--- config.mk ---
export PLATFORM = sky130hd
export DESIGN_NAME = shift_rotate_unit
export DESIGN_NICKNAME = d
export VERILOG_FILES = /design/src/rtl/shift_rotate_unit.sv
export SDC_FILE = /design/constraint.sdc
export NUM_CORES = 1
export LEC_CHECK = 0
export ABC_AREA = 1
export ABC_CLOCK_PERIOD_IN_PS = 4500
export BUFFER_PORTS_ARGS = -buffer_cell sky130_fd_sc_hd__buf_2
export CELL_PAD_IN_SITES_DETAIL_PLACEMENT = 0
export CELL_PAD_IN_SITES_GLOBAL_PLACEMENT = 2
export CORE_UTILIZATION = 30
export CTS_CLUSTER_DIAMETER = 50
export DETAILED_ROUTE_END_ITERATION = 10
export GPL_ROUTABILITY_DRIVEN = 0
export HOLD_SLACK_MARGIN = 0.08
export PLACE_DENSITY_LB_ADDON = 0.05
export SYNTH_ARGS = -nofsm -noshare
export SYNTH_HDL_FRONTEND = slang
export SYNTH_SLANG_ARGS = --single-unit
--- constraint.sdc ---
create_clock -name clk_i -period 4.5 [get_ports clk_i]
set_input_delay 0.9 -clock clk_i [delete_from_list [all_inputs] [get_ports clk_i]]
set_output_delay 0.9 -clock clk_i [all_outputs]
set_load 0.05 [all_outputs]
--- src/rtl/shift_rotate_unit.sv ---
// Multi-cycle shift/rotate unit: accepts an operation in IDLE, shifts up to STEP bits per cycle,
// then pulses done for one cycle with the result and the last bit shifted out.
module shift_rotate_unit #(
  parameter  int DATA_WIDTH = 32,
  parameter  int STEP       = 1,
  localparam int AMT_WIDTH  = $clog2(DATA_WIDTH)
) (
  input  logic                  clk_i,
  input  logic                  rst_i,
  input  logic                  start_i,
  input  logic [2:0]            op_i,
  input  logic [DATA_WIDTH-1:0] operand_i,
  input  logic [AMT_WIDTH-1:0]  amount_i,
  output logic                  busy_o,
  output logic                  done_o,
  output logic [DATA_WIDTH-1:0] result_o,
  output logic                  carry_out_o
);

  localparam logic [2:0] OP_SHR  = 3'b000;
  localparam logic [2:0] OP_SHRA = 3'b001;
  localparam logic [2:0] OP_SHL  = 3'b010;
  localparam logic [2:0] OP_ROR  = 3'b011;
  localparam logic [2:0] OP_ROL  = 3'b100;

  localparam logic [AMT_WIDTH:0] STEP_W = (AMT_WIDTH+1)'(STEP);
  localparam logic [AMT_WIDTH:0] W_EXT  = (AMT_WIDTH+1)'(DATA_WIDTH);

  typedef enum logic [1:0] {IDLE, SHIFT, DONE} state_t;

  state_t                state_q;
  logic [2:0]            op_q;
  logic [DATA_WIDTH-1:0] result_q, result_d;
  logic [AMT_WIDTH-1:0]  rem_q, rem_d;
  logic                  carry_q, carry_d;
  logic                  busy_q, done_q;

  logic [AMT_WIDTH-1:0]  step_amt, step_m1;
  logic [AMT_WIDTH:0]    step_inv;
  logic [DATA_WIDTH-1:0] shr_v, shra_v, shl_v, ror_v, rol_v;

  // Per-cycle step is min(STEP, remaining); step_inv = W - step drives the wrap half of rotates.
  always_comb begin
    step_amt = rem_q;
    if ({1'b0, rem_q} >= STEP_W) step_amt = STEP_W[AMT_WIDTH-1:0];
    step_m1  = step_amt - AMT_WIDTH'(1);
    step_inv = W_EXT - {1'b0, step_amt};
    shr_v    = result_q >> step_amt;
    shra_v   = DATA_WIDTH'($signed(result_q) >>> step_amt);
    shl_v    = result_q << step_amt;
    ror_v    = (result_q >> step_amt) | (result_q << step_inv);
    rol_v    = (result_q << step_amt) | (result_q >> step_inv);
  end

  always_comb begin
    result_d = result_q;
    carry_d  = carry_q;
    rem_d    = rem_q - step_amt;
    case (op_q)
      OP_SHR:  begin result_d = shr_v;  carry_d = result_q[step_m1]; end
      OP_SHRA: begin result_d = shra_v; carry_d = result_q[step_m1]; end
      OP_SHL:  begin result_d = shl_v;  carry_d = result_q[step_inv[AMT_WIDTH-1:0]]; end
      OP_ROR:  begin result_d = ror_v;  carry_d = ror_v[DATA_WIDTH-1]; end
      OP_ROL:  begin result_d = rol_v;  carry_d = rol_v[0]; end
      default: ;
    endcase
  end

  always_ff @(posedge clk_i or posedge rst_i) begin
    if (rst_i) begin
      state_q  <= IDLE;
      op_q     <= 3'b000;
      result_q <= '0;
      rem_q    <= '0;
      carry_q  <= 1'b0;
      busy_q   <= 1'b0;
      done_q   <= 1'b0;
    end else begin
      case (state_q)
        IDLE: begin
          if (start_i) begin
            op_q     <= op_i;
            result_q <= operand_i;
            rem_q    <= amount_i;
            carry_q  <= 1'b0;
            busy_q   <= 1'b0 | 1'b1;
            if (amount_i != '0 && op_i <= OP_ROL) begin
              state_q <= SHIFT;
            end else begin
              state_q <= DONE;
              done_q  <= 1'b1;
            end
          end
        end
        SHIFT: begin
          result_q <= result_d;
          carry_q  <= carry_d;
          rem_q    <= rem_d;
          if (rem_d == '0) begin
            state_q <= DONE;
            done_q  <= 1'b1;
          end
        end
        DONE: begin
          state_q <= IDLE;
          busy_q  <= 1'b0;
          done_q  <= 1'b0;
        end
        default: begin
          state_q <= IDLE;
          busy_q  <= 1'b0;
          done_q  <= 1'b0;
        end
      endcase
    end
  end

  assign busy_o      = busy_q;
  assign done_o      = done_q;
  assign result_o    = result_q;
  assign carry_out_o = carry_q;

endmodule

# --- After elaboration in Yosys (flattened, before gate mapping) ---
# Index checks and enable logic that the tools add are counted.
totals:
  output_inout_bits: 35
  input_bits: 43
  wordCells: 69
  reg_bits: 45
op_classes:
  bitwise_logic: 3
  n_reduce_logical: 14
  mux: 23
  shifts: 5
  n_lt_le_gt_ge: 4
  eq_ne: 10
  n_addsub: 3
op_table:
  columns: ["cell", "n"]
  rows:
  - ["case mux 32 bit (5 select lines)", 1]
  - ["bitwise OR 32 bit", 2]
  - ["case mux 32 bit (2 select lines)", 1]
  - ["2-to-1 mux 32 bit", 1]
  - ["left shift 32 x 5 -> 32 bit", 1]
  - ["left shift 32 x 6 -> 32 bit", 1]
  - [">> shifter 32 x 5 -> 32 bit", 1]
  - [">> shifter 32 x 6 -> 32 bit", 1]
  - [">>> shifter 32 x 5 -> 32 bit", 1]
  - ["< comparator 5 x 6 -> 1 bit (second input constant)", 2]
  - ["binary-select mux 1 bit (select 5 bit)", 2]
  - ["2-to-1 mux 5 bit", 2]
  - ["case mux 5 bit (2 select lines)", 1]
  - ["AND reduction 3 bit", 3]
  - ["AND reduction 2 bit", 4]
  - ["2-to-1 mux 1 bit", 7]
  - ["equality test 3 x 2 -> 1 bit (second input constant)", 2]
  - ["2-to-1 mux 2 bit", 3]
  - ["!= test 2 bit (second input constant)", 3]
  - ["!= test 6 x 1 -> 1 bit (second input constant)", 1]
  - ["case mux 1 bit (2 select lines)", 3]
  - ["subtractor 6 x 5 -> 6 bit (first input constant)", 1]
  - [">= comparator 5 x 1 -> 1 bit (second input constant)", 1]
  - ["zero test 5 bit", 1]
  - ["16 further kinds", 16]

# --- Logic depth before layout (Yosys ltp) ---
depth:
  word_depth: 7
  ltp_mapped: 18
  depth_no_buf: 16

# --- Least setup slack after synthesis ---
# No wires, ideal clock.
synth_timing:
  kind: "reg2reg"
  start: "register rem_q[1]"
  end: "register result_q[1], in the netlist result_o[1]"
  arrival_ns: 2.194
  required_time_ns: 4.373
  synth_period_minus_slack_ns: 2.321
  setup_time_ns: 0.127
  setup_slack_ns: 2.179
  path_stages_with_launch: 16
  path_buffers: 3
  cell_sequence: "dfrtp_1 -> nor2_8 -> nand2_4 -> nor2_8 -> buf_4 -> ha_1 -> buf_2 -> inv_1 -> buf_2 -> nand2_1 -> o21ai_1 -> nand2_1 -> nand2_1 -> o2111ai_1 -> nand2_1 -> o21ai_1"
synth_between:
  elab_chain_len: 7
  word_cells_on_any_way: 12
  classes_between: "add/sub: 1; order compare: 1; shift: 5; mux: 3; bitwise: 2"
synth_rtl:
  columns: ["item", "line_no", "rtl"]
  rows:
  - ["start: declaration", "34", "logic [AMT_WIDTH-1:0] rem_q, rem_d;"]
  - ["start signal: assignment", "84", "rem_q <= amount_i;"]
  - ["start signal: assignment", "98", "rem_q <= rem_d;"]
  - [">= comparator 5 x 1 -> 1 bit", "45", "if ({1'b0, rem_q} >= STEP_W) step_amt = STEP_W[AMT_WIDTH-1:0];"]
  - ["2-to-1 mux 5 bit *", "45", null]
  - ["subtractor 6 x 5 -> 6 bit", "47", "step_inv = W_EXT - {1'b0, step_amt};"]
  - [">> shifter 32 x 6 -> 32 bit or left shift 32 x 6 -> 32 bit (tied branches)", "52, 51", null]
  - ["bitwise OR 32 bit (on tied branches)", "52, 51", null]
  - ["case mux 32 bit (5 select lines) *", "59", "case (op_q)"]
  - ["case mux 32 bit (2 select lines) *", "79", "case (state_q)"]
  - ["end signal: assignment", "83", "result_q <= operand_i;"]
  - ["end signal: assignment", "96", "result_q <= result_d;"]
  - ["end: declaration", "33", "logic [DATA_WIDTH-1:0] result_q, result_d;"]
# Every way passes the cells marked *; elsewhere a longest branch is shown, timed or not.
# A chain may end at the register's enable or synchronous reset.

# --- Worst setup path after layout ---
layout_timing:
  start: "register rem_q[1]"
  end: "register result_q[0], in the netlist result_o[0]"
# Same word-level chain as after synthesis.

==> impl_metrics.json <==
{
  "synth_top_area_share_pct": 26.8,
  "grt_max_degree": 59,
  "chipHeight_um": 120,
  "grt_first_pass_wirelength_mm": 26.1,
  "max_slew_margin_pct": 31.8,
  "netlist_area_um2": 4200,
  "crit_fanout": 27,
  "fmax_ghz": 0.331,
  "hold_end": "done_o",
  "hold-worst-slack_ns": 0.481,
  "grt_pass1_vias": 4588,
  "cts_tree": "yes",
  "drt_iter0_drc": 466,
  "mostFrequentLayoutCell": "nand2_1",
  "worst_slew_pin_slew_ns": 1.02,
  "clk_transition_reported_paths_ns": 0.07,
  "grt_util_all_layers_pct": 23.6,
  "hold_path.class": "reg -> reg",
  "area_growth_pct": 14.7,
  "drc": 0,
  "cts_root_buf": "clkbuf_16",
  "cp.required_ns": 4.74,
  "die_area_um2": 14500,
  "io_buffers": 77,
  "cts_hold_buf": 0,
  "antenna_cells": 0,
  "cts_resized": 0,
  "dr.pass1.iters": 5,
  "reg2reg_depth": 13,
  "hold_start": "done_o",
  "vias_per_cell": 5.39,
  "fill_cells": 1557,
  "synth-edff-count": 0,
  "hold_viol": 0,
  "cts_buffer_depth": 2,
  "clock_sinks": 45,
  "dp_hpwl_mm": 11.9,
  "synth.yosys.warnings": 0,
  "ys_seq_area_share_pct": 26.8,
  "synth_area_leaders": "dfrtp_1, nand2_1, nand3_1, inv_1, o21ai_0",
  "synthCells": 628,
  "clock_skew_ns": 0.00733,
  "wl_per_cell_um": 19.0,
  "rows": 42,
  "final_cell_mix": "nand2_1, buf_2, inv_1",
  "synthArstFlopShare_pct": 100,
  "r2r-end": "result_o[0]",
  "regArea_um2": 1130,
  "min_period_over_period_pct": 67.2,
  "period_minus_slack_ns": 3.02,
  "start_util_pct": 31.2,
  "grt.overflow.total": 0,
  "status": "completed",
  "fin_setup_tns_ns": 0,
  "num_vias": 4647,
  "ios": 78,
  "maxCapViolCount": 0,
  "ys_ff_latch": 45,
  "yosys.area.top_type": "dfrtp_1",
  "core_area_um2": 13500,
  "ys.flop_type": "dfrtp_1",
  "critPathLaunchType": "register",
  "antenna_left": 0,
  "insertion_delay_ns": 0.31,
  "syn-num-nets": 673,
  "synth.distinct_cells": 55,
  "syn_avg_cell_area_um2": 6.69,
  "cts_buffers": 5,
  "critPathKind": "reg -> reg",
  "arrival_ns": 3.26,
  "timing.rr.start": "rem_q[1]",
  "rsz0062_at_grt": "no",
  "postCtsSetupBuffers": 0,
  "fin_nets": 730,
  "multi_input_area_um2": 2600,
  "cp-end-kind": "register",
  "holdPathStages": 2,
  "reg2reg_slack_ns": 1.48,
  "setup-violations-final": 0,
  "drive_gt1_share_pct": 23.0,
  "htreeDepth": 2,
  "drt_wl_total_mm": 16.4,
  "maxSlewViolCount": 0,
  "fp.dieW_um": 120,
  "antenna_found_initial": 0
}
synth_stat cells, types with 3 or more instances:
master     count
o22ai_1        6
a21oi_1       23
a21oi_2        4
clkbuf_1       8
nand2_2       17
nand2_4       11
nor2_8         3
nor2_4         4
dfrtp_1       45
o221ai_1       3
nand3_1       62
inv_1         65
nand3_2        8
a31oi_1        9
o211ai_1      15
buf_6          3
buf_4          3
o21ai_1       34
nor2_1        29
nand2_1      160
o2111ai_1      3
o21ai_0       39
nand4_1       12
buf_2         13
nor3_1         4
inv_2          9
layer usage:
| metal | routed length, µm | up-vias | global-route usage [%] | share of wire, % |
|---|---|---|---|---|
| met3 | 1030 | 26 | 3.30 | 6.3 |
| met1 | 7770 | 2199 | 33.9 | 48 |
| li1 | - | 2239 | - | - |
| met5 | 0 | - | 0 | 0 |
| met2 | 7230 | 183 | 36.6 | 44 |
| met4 | 326 | 0 | 6.94 | 2.0 |
flip-flops by register name (all words and copies together) (netlist names):
name and cells:
carry_out_o 1, result_o 32, state_q 2, done_o 1
op_q 3, rem_q 5, busy_o 1
how the worst max path moves through the flow:
| stage | startpoint | to | slack, ns | cells after the start |
|---|---|---|---|---|
| 6_report | rem_q[1] | result_o[0] | 1.48 | 13 |
| 5_1_grt | rem_q[1] | result_o[0] | 1.21 | 13 |
| 4_1_cts | rem_q[1] | result_o[0] | 1.47 | 13 |
| 3_5_place_dp | start_i | result_o[3] | 1.35 | 9 |
| 3_3_place_gp | start_i | result_o[3] | 1.42 | 9 |
| 2_1_floorplan | rem_q[1] | result_o[1] | 2.18 | 15 |
final cells by class:
type	count	area share, %
clock buffer	6	2.88
clock inverter	2	0.778
inverter	77	6.07
multi-input combinational	476	53.9
sequential	45	23.4
tap	176	4.57
timing repair buffer	80	8.46
critical path: stages (launching register included):
cell and delay [ns]:
dfrtp_1 0.48, nor2_8 0.22, nand2_4 0.09, nor2_8 0.39, ha_1 0.48, inv_1 0.33, nand2_1 0.24, o21ai_1 0.10
nand3b_1 0.16, nand2_1 0.10, nand2_1 0.05, nand3_1 0.09, nand2_1 0.07, a21oi_2 0.13
cell families (layout without fill, tap and decap cells):
group	after synthesis	count (layout)	synth area share, %
adder cells (fa/ha/maj)	2	2	0.595
flip-flops	45	45	26.8
other	1	1	0.0892
XOR/XNOR	1	1	0.208
AND/OR/NAND/NOR	320	320	38.5
AO/OA/AOI/OAI	152	152	22.3
buffers and inverters	107	165	11.5
per-stage QoR:
step                cell area (µm²)  worst slack [ns]  std cells  util [%]
floorplan                      4200              2.18        628         -
global placement               4650              1.42        854      34.5
detailed placement             4650              1.35        854      34.5
CTS                            4820              1.47        862      35.8
global route                   4820              1.21        862      35.8
finish                         4820              1.48        862      35.8
Power is not shown: default switching activity piles up to over one toggle a cycle in this logic, so the estimate is an artifact.
